<file path="config.mk">
export PLATFORM = sky130hd
export DESIGN_NAME = jtag_tap_ctrl_flat
export DESIGN_NICKNAME = d
export VERILOG_FILES = /design/src/rtl/jtag_tap_ctrl_if.sv /design/src/rtl/jtag_tap_ctrl.sv /design/src/flat_wrapper.sv
export SDC_FILE = /design/constraint.sdc
export NUM_CORES = 1
export LEC_CHECK = 0
export ABC_AREA = 1
export CAP_MARGIN = 20
export CORE_ASPECT_RATIO = 1.5
export CORE_MARGIN = 4
export CORE_UTILIZATION = 41
export CTS_BUF_LIST = sky130_fd_sc_hd__clkbuf_8 sky130_fd_sc_hd__clkbuf_16
export DETAILED_ROUTE_END_ITERATION = 8
export GPL_TIMING_DRIVEN = 0
export PLACE_DENSITY = 0.66
export SYNTH_ARGS = -nofsm -noshare
export SYNTH_HDL_FRONTEND = slang
export SYNTH_SLANG_ARGS = --single-unit
</file>
<file path="constraint.sdc">
create_clock -name TCK -period 3.1 [get_ports TCK]
set_input_delay 0.62 -clock TCK [delete_from_list [all_inputs] [get_ports TCK]]
set_output_delay 0.62 -clock TCK [all_outputs]
set_load 0.01 [all_outputs]
</file>
<file path="src/rtl/jtag_tap_ctrl_if.sv">
// jtag_tap_ctrl_if: JTAG pin and core-side signal bundle for the TAP controller.
interface jtag_tap_ctrl_if #(
  parameter int IR_W   = 4,
  parameter int USER_W = 8
);
  logic              TMS;
  logic              TDI;
  logic              TDO;
  logic              TDO_EN;
  logic [3:0]        state_obs;
  logic [IR_W-1:0]   ir_out;
  logic              capture_dr;
  logic              shift_dr;
  logic              update_dr;
  logic [USER_W-1:0] user_dr_in;
  logic [USER_W-1:0] user_dr_out;
  modport master (
    output TMS, TDI, user_dr_in,
    input  TDO, TDO_EN, state_obs, ir_out, capture_dr, shift_dr, update_dr, user_dr_out
  );
  modport slave (
    input  TMS, TDI, user_dr_in,
    output TDO, TDO_EN, state_obs, ir_out, capture_dr, shift_dr, update_dr, user_dr_out
  );
endinterface

</file>
<file path="src/rtl/jtag_tap_ctrl.sv">
// jtag_tap_ctrl: IEEE 1149.1 TAP state machine with IR, BYPASS/IDCODE/USER DRs and TDO path.
module jtag_tap_ctrl #(
   parameter int              IR_W       = 4,
   parameter int              USER_W     = 8,
   parameter logic [31:0]     IDCODE_VAL = 32'h1234_5A6B,
   parameter logic [IR_W-1:0] IR_IDCODE  = 4'b0001,
   parameter logic [IR_W-1:0] IR_USER    = 4'b0010,
   parameter logic [IR_W-1:0] IR_CAPTURE = 4'b0001
) (
   input logic            TCK,
   input logic            TRST_N,
   jtag_tap_ctrl_if.slave bus
);
   typedef enum logic [3:0] {
      TLR, RTI, SEL_DR, CAP_DR, SH_DR, EX1_DR, PAU_DR, EX2_DR,
      UPD_DR, SEL_IR, CAP_IR, SH_IR, EX1_IR, PAU_IR, EX2_IR, UPD_IR
   } state_t;

   state_t            state, nxt;
   logic [IR_W-1:0]   ir_sr, ir;
   logic [31:0]       id_sr;
   logic [USER_W-1:0] user_sr, user_q;
   logic              byp_sr, tdo, tdo_en;
   logic              sel_id, sel_user, dr_lsb;

   assign sel_id   = ir == IR_IDCODE;
   assign sel_user = ir == IR_USER && !sel_id;
   assign dr_lsb   = sel_id ? id_sr[0] : sel_user ? user_sr[0] : byp_sr;

   always_comb begin
      nxt = TLR;
      case (state)
         TLR:     nxt = bus.TMS ? TLR    : RTI;
         RTI:     nxt = bus.TMS ? SEL_DR : RTI;
         SEL_DR:  nxt = bus.TMS ? SEL_IR : CAP_DR;
         CAP_DR:  nxt = bus.TMS ? EX1_DR : SH_DR;
         SH_DR:   nxt = bus.TMS ? EX1_DR : SH_DR;
         EX1_DR:  nxt = bus.TMS ? UPD_DR : PAU_DR;
         PAU_DR:  nxt = bus.TMS ? EX2_DR : PAU_DR;
         EX2_DR:  nxt = bus.TMS ? UPD_DR : SH_DR;
         UPD_DR:  nxt = bus.TMS ? SEL_DR : RTI;
         SEL_IR:  nxt = bus.TMS ? TLR    : CAP_IR;
         CAP_IR:  nxt = bus.TMS ? EX1_IR : SH_IR;
         SH_IR:   nxt = bus.TMS ? EX1_IR : SH_IR;
         EX1_IR:  nxt = bus.TMS ? UPD_IR : PAU_IR;
         PAU_IR:  nxt = bus.TMS ? EX2_IR : PAU_IR;
         EX2_IR:  nxt = bus.TMS ? UPD_IR : SH_IR;
         UPD_IR:  nxt = bus.TMS ? SEL_DR : RTI;
         default: nxt = TLR;
      endcase
   end

   // Register actions are keyed on the state being left at this rising edge.
   always_ff @(posedge TCK or negedge TRST_N)
      if (!TRST_N) begin
         state   <= TLR;
         ir_sr   <= '0;
         ir      <= IR_IDCODE;
         id_sr   <= '0;
         user_sr <= '0;
         byp_sr  <= 1'b0;
         user_q  <= '0;
      end else begin
         state <= nxt;
         case (state)
            TLR: begin
               ir     <= IR_IDCODE;
               user_q <= '0;
            end
            CAP_IR: ir_sr <= IR_CAPTURE;
            SH_IR:  ir_sr <= IR_W'({bus.TDI, ir_sr} >> 1);
            UPD_IR: ir    <= ir_sr;
            CAP_DR: begin
               if (sel_id) id_sr <= IDCODE_VAL;
               if (sel_user) user_sr <= bus.user_dr_in;
               if (!sel_id && !sel_user) byp_sr <= 1'b0;
            end
            SH_DR: begin
               if (sel_id) id_sr <= 32'({bus.TDI, id_sr} >> 1);
               if (sel_user) user_sr <= USER_W'({bus.TDI, user_sr} >> 1);
               if (!sel_id && !sel_user) byp_sr <= bus.TDI;
            end
            UPD_DR: if (sel_user) user_q <= user_sr;
            default: ;
         endcase
      end

   always_ff @(negedge TCK or negedge TRST_N)
      if (!TRST_N) begin
         tdo    <= 1'b0;
         tdo_en <= 1'b0;
      end else begin
         tdo    <= state == SH_IR ? ir_sr[0] : state == SH_DR ? dr_lsb : 1'b0;
         tdo_en <= state == SH_IR || state == SH_DR;
      end

   assign bus.TDO         = tdo;
   assign bus.TDO_EN      = tdo_en;
   assign bus.state_obs   = state;
   assign bus.ir_out      = ir;
   assign bus.user_dr_out = user_q;
   assign bus.capture_dr  = state == CAP_DR && ir == IR_USER;
   assign bus.shift_dr    = state == SH_DR && ir == IR_USER;
   assign bus.update_dr   = state == UPD_DR && ir == IR_USER;
endmodule

</file>
<file path="src/flat_wrapper.sv">
// flat-port wrapper written by rule: the top's interface ports become plain ports
module jtag_tap_ctrl_flat 
#(
   parameter int              IR_W       = 4,
   parameter int              USER_W     = 8,
   parameter logic [31:0]     IDCODE_VAL = 32'h1234_5A6B,
   parameter logic [IR_W-1:0] IR_IDCODE  = 4'b0001,
   parameter logic [IR_W-1:0] IR_USER    = 4'b0010,
   parameter logic [IR_W-1:0] IR_CAPTURE = 4'b0001
)
  (TCK, TRST_N, bus_TMS, bus_TDI, bus_user_dr_in, bus_TDO, bus_TDO_EN, bus_state_obs, bus_ir_out, bus_capture_dr, bus_shift_dr, bus_update_dr, bus_user_dr_out);
  jtag_tap_ctrl_if #(.IR_W(IR_W), .USER_W(USER_W)) bus_i ();
  input logic TCK;
  input logic TRST_N;
  input wire logic [$bits(bus_i.TMS)-1:0] bus_TMS;
  input wire logic [$bits(bus_i.TDI)-1:0] bus_TDI;
  input wire logic [$bits(bus_i.user_dr_in)-1:0] bus_user_dr_in;
  output wire logic [$bits(bus_i.TDO)-1:0] bus_TDO;
  output wire logic [$bits(bus_i.TDO_EN)-1:0] bus_TDO_EN;
  output wire logic [$bits(bus_i.state_obs)-1:0] bus_state_obs;
  output wire logic [$bits(bus_i.ir_out)-1:0] bus_ir_out;
  output wire logic [$bits(bus_i.capture_dr)-1:0] bus_capture_dr;
  output wire logic [$bits(bus_i.shift_dr)-1:0] bus_shift_dr;
  output wire logic [$bits(bus_i.update_dr)-1:0] bus_update_dr;
  output wire logic [$bits(bus_i.user_dr_out)-1:0] bus_user_dr_out;
  assign bus_i.TMS = bus_TMS;
  assign bus_i.TDI = bus_TDI;
  assign bus_i.user_dr_in = bus_user_dr_in;
  assign bus_TDO = bus_i.TDO;
  assign bus_TDO_EN = bus_i.TDO_EN;
  assign bus_state_obs = bus_i.state_obs;
  assign bus_ir_out = bus_i.ir_out;
  assign bus_capture_dr = bus_i.capture_dr;
  assign bus_shift_dr = bus_i.shift_dr;
  assign bus_update_dr = bus_i.update_dr;
  assign bus_user_dr_out = bus_i.user_dr_out;
  jtag_tap_ctrl #(.IR_W(IR_W), .USER_W(USER_W), .IDCODE_VAL(IDCODE_VAL), .IR_IDCODE(IR_IDCODE), .IR_USER(IR_USER), .IR_CAPTURE(IR_CAPTURE)) u_core (.TCK(TCK), .TRST_N(TRST_N), .bus(bus_i));
endmodule
</file>
Yosys cells after proc, flatten, opt, wreduce, memory -nomap -nowiden:

Index checks and enable logic that the tools add are counted.

* register bits after elaboration: 63
* latch bits: 0
* bits in writable memories: 0
* ROM bits: 0
* input bits: 12
* output and inout bits: 21
* word-level logic and storage cells: 83
* memories: 0

* add/subtract/negate cells: 0
* $mul: 0
* divide/modulo/power cells: 0
* order comparisons: 0
* equality and inequality tests: 24
* shift-type cells: 0
* multiplexer cells: 30
* bitwise logic cells: 0
* reduce and logical (&&, ||, !) cells: 20

Operators with widths (number)
* two-way mux 32 bit: 2
* one-hot mux 32 bit (2 select lines): 1
* one-hot mux 4 bit (12 select lines): 1
* == test 4 bit (second input constant): 8
* one-hot mux 8 bit (2 select lines): 2
* two-way mux 8 bit: 3
* == test 4 x 3 -> 1 bit (second input constant): 4
* two-way mux 4 bit: 4
* one-hot mux 4 bit (2 select lines): 2
* inequality test 2 x 1 -> 1 bit (second input constant): 7
* == test 4 x 2 -> 1 bit (second input constant): 3
* two-way mux 1 bit: 9
* AND reduction 3 bit: 3
* == test 4 x 1 -> 1 bit (second input constant): 2
* nonzero test 2 bit: 4
* two-way mux 2 bit: 3
* two-way mux 3 bit: 2
* logical AND 1 bit: 5
* zero test 4 bit: 1
* OR reduction 2 bit: 2
* OR reduction 3 bit: 1
* zero test 1 bit: 2
* one-hot mux 1 bit (2 select lines): 1
* AND reduction 2 bit: 1
* logical OR 1 bit: 1

Logic depth before layout (Yosys ltp):

Gate-level depths: netlist of the first run.

* depth in word-level cells: 7
* mapped depth: 8
* mapped depth without buffers: 8

==> impl_metrics.ini, run 1 <==
[cts]
insertion_delay_ns = 0.34
clock_sinks = 63
htree_levels = 3
cts_buffers = 9
root_buffer = clkbuf_8
clk_pin_slew_worst_paths_ns = 0.07
cts_tree = yes
ctsLongestPathBuffers = 2

[sta]
finClkSkew_ns = 0.0128
fin_hold_ws_ns = 0.337
final_max_slew_viol_count = 0
hold_violations = 0
max_slew_margin = 0.486
rsz0062_at_grt = false
worst_slew_pin_slew_ns = 0.772
finalSetupViolations = 0
fin_setup_tns_ns = 0

[place]
placed_cells = 460
dpl.hpwl_um = 4540
place_congestion = 0.868
io_buffers = 32

[logic_synthesis]
synth_ff_type = dfrtp_1
ys.warnings.count = 0
yosysMostFrequentCell = nand2_1
synth_cells = 350
synth_cell_types = 23
syn_area_um2 = 2900
synth_area_leaders = dfrtp_1, nand2_1, nand3_1
synth_common_cells = nand2_1, dfrtp_1, nand3_1
syn_area_per_cell_um2 = 8.29
synth_top_area_cell = dfrtp_1
ys_seq_elements = 63
netlist.area_leader.share = 0.517
synth_nets = 362
async_flop_share = 1.00
ys_seq_area_frac = 0.544
synth_edf_count = 0

[worst_setup_path]
critical_path_buf_inv_count = 1
path_max_fanout = 1
reg2reg_to = u_core.bus.TDO
required_ns = 2.48
start_kind = register
crit_path_top_delay_cell = dfrtn_1
r2r-start = u_core.bus.ir_out[2]
ff2ff_setup_slack_ns = 0.16
cp_cell_sequence = buf_2
worst_r2r_path_depth = 6
cp.arrival_ns = 2.39
timing_worst_setup_path_type = reg -> out
cpLargestDelayFamily = flip-flops
cpPeakStageDelay_ns = 0.39
cp-end-kind = primary output

[floorplan]
ios = 33
die_area_um2 = 8520
die_h_um = 111
core_region_area_um2 = 6900
dieWidth_um = 76.7
num_rows = 37
initial_core_util = 0.421

[pwr]
peakVddDrop_v = 0.000529
power_uw = 3540
p_leak_uw = 0.00191
powerDensity_nw_per_um2 = 998

[global_route]
grt_pass1_vias = 2427
grt_usage = 0.165
grt_overflow = 0
grt_first_pass_wirelength_um = 11200
grt_max_degree = 64
grt_antenna_before_repair = 0

[drt]
num_vias = 2364
post_drt_wl_per_cell_um = 13.5
drc = 0
viasPerCell = 4.98
totalWireLength_um = 6390
drt_pass1_iterations = 4
drtAntennaViolNets = 0
drt_first_iter_violations = 133

[finish]
diodes = 0
drive_above_1_share = 0.146
area_growth_pct = 22.3
fin_cells = 475
fin_nets = 404

[flow_run]
drv_cap = 0

[min_path]
hold_path.class = in -> async

[status]
outcome = finished clean
[cell usage in the layout (no fill, tap or decap), drive strengths merged]
| master | n |
|---|---|
| nand2 | 110 |
| dfrtp | 60 |
| nand3 | 40 |
| inv | 40 |
| nor2 | 37 |
| clkdlybuf4s50 | 29 |
| o21ai | 29 |
| a21oi | 13 |
| buf | 11 |
| clkbuf | 10 |
| o22ai | 7 |
| clkinv | 4 |
| bufinv | 3 |
| dfrtn | 2 |
| nor3 | 1 |
| dfstp | 1 |
[routing by layer]
layer  part of all wire  track usage  vias to the layer above
met5                  0            0                        -
met4              0.019       0.0798                        0
met3              0.029       0.0358                       11
met2               0.52        0.285                       39
met1               0.43        0.191                     1123
li1                   -            -                     1191
[where the power goes]
group / leakage [µW] / internal, µW / total, µW / switching [µW]
logic: 0.00102 / 548 / 1330 / 785
clock network: 0.000124 / 530 / 859 / 329
registers: 0.000769 / 1150 / 1350 / 200
[sequential cells by signal, indices dropped and copies added (netlist names)]
name,flops
u_core.byp_sr,1
u_core.ir_sr,4
u_core.bus.TDO_EN,1
u_core.bus.ir_out,4
u_core.bus.TDO,1
u_core.bus.user_dr_out,8
u_core.user_sr,8
u_core.id_sr,32
u_core.bus.state_obs,4
[per-stage QoR]
stage	setup slack [ns]	cell area, µm²	utilization
floorplan	0.0944	2900	-
global placement	-2.08	3320	0.481
detailed placement	-0.0614	3320	0.481
CTS	0.0220	3540	0.514
global route	0.0272	3550	0.515
finish	0.0920	3550	0.515
[worst max-delay path by stage]
| stage | from | endpoint | slack (ns) | cells after the start |
|---|---|---|---|---|
| final | u_core.bus.TDO_EN | bus_TDO_EN | 0.09 | 1 |
| after global routing | u_core.bus.ir_out[0] | u_core.bus.TDO | 0.03 | 6 |
| after CTS | u_core.bus.ir_out[0] | u_core.bus.TDO | 0.02 | 6 |
| after detailed placement | u_core.bus.ir_out[0] | u_core.bus.TDO | -0.06 | 6 |
| after global placement | TRST_N | u_core.bus.TDO_EN | -2.08 | 1 |
| after floorplan | u_core.bus.ir_out[0] | u_core.bus.TDO | 0.09 | 6 |
[logic make-up (layout without fill, tap and decap cells)]
logic type	Yosys count	count (layout)	synth area share
AND/OR/NAND/NOR	188	188	0.276
flip-flops	63	63	0.544
AO/OA/AOI/OAI	49	49	0.106
buffers and inverters	50	97	0.0746
[layout make-up]
type / instances / area, µm²
Multi-Input combinational cell: 237 / 1120
Buffer: 9 / 65.1
Tap cell: 78 / 97.6
Inverter: 40 / 150
Timing Repair Buffer: 32 / 308
Clock inverter: 7 / 113
Sequential cell: 63 / 1580
Clock buffer: 9 / 124
Fill cell: 663 / 3350
[repair_timing]
action                                  CTS  global route
resized for setup                         9             3
endpoints found under the hold margin     0             0
endpoints found under the setup margin    3             1
buffers inserted                          0             0
hold buffers                              0             0
Power figures use the tool's default switching activity.
==> run 2: changes to the inputs <==
--- a/config.mk
+++ b/config.mk
@@ -12,6 +12,7 @@
 export CORE_UTILIZATION = 41
 export CTS_BUF_LIST = sky130_fd_sc_hd__clkbuf_8 sky130_fd_sc_hd__clkbuf_16
 export DETAILED_ROUTE_END_ITERATION = 8
+export GPL_ROUTABILITY_DRIVEN = 1
 export GPL_TIMING_DRIVEN = 0
 export PLACE_DENSITY = 0.66
 export SYNTH_ARGS = -nofsm -noshare
==> results of run 2 <==
No change in the layout: final DEF, timing and power equal those of run 1.
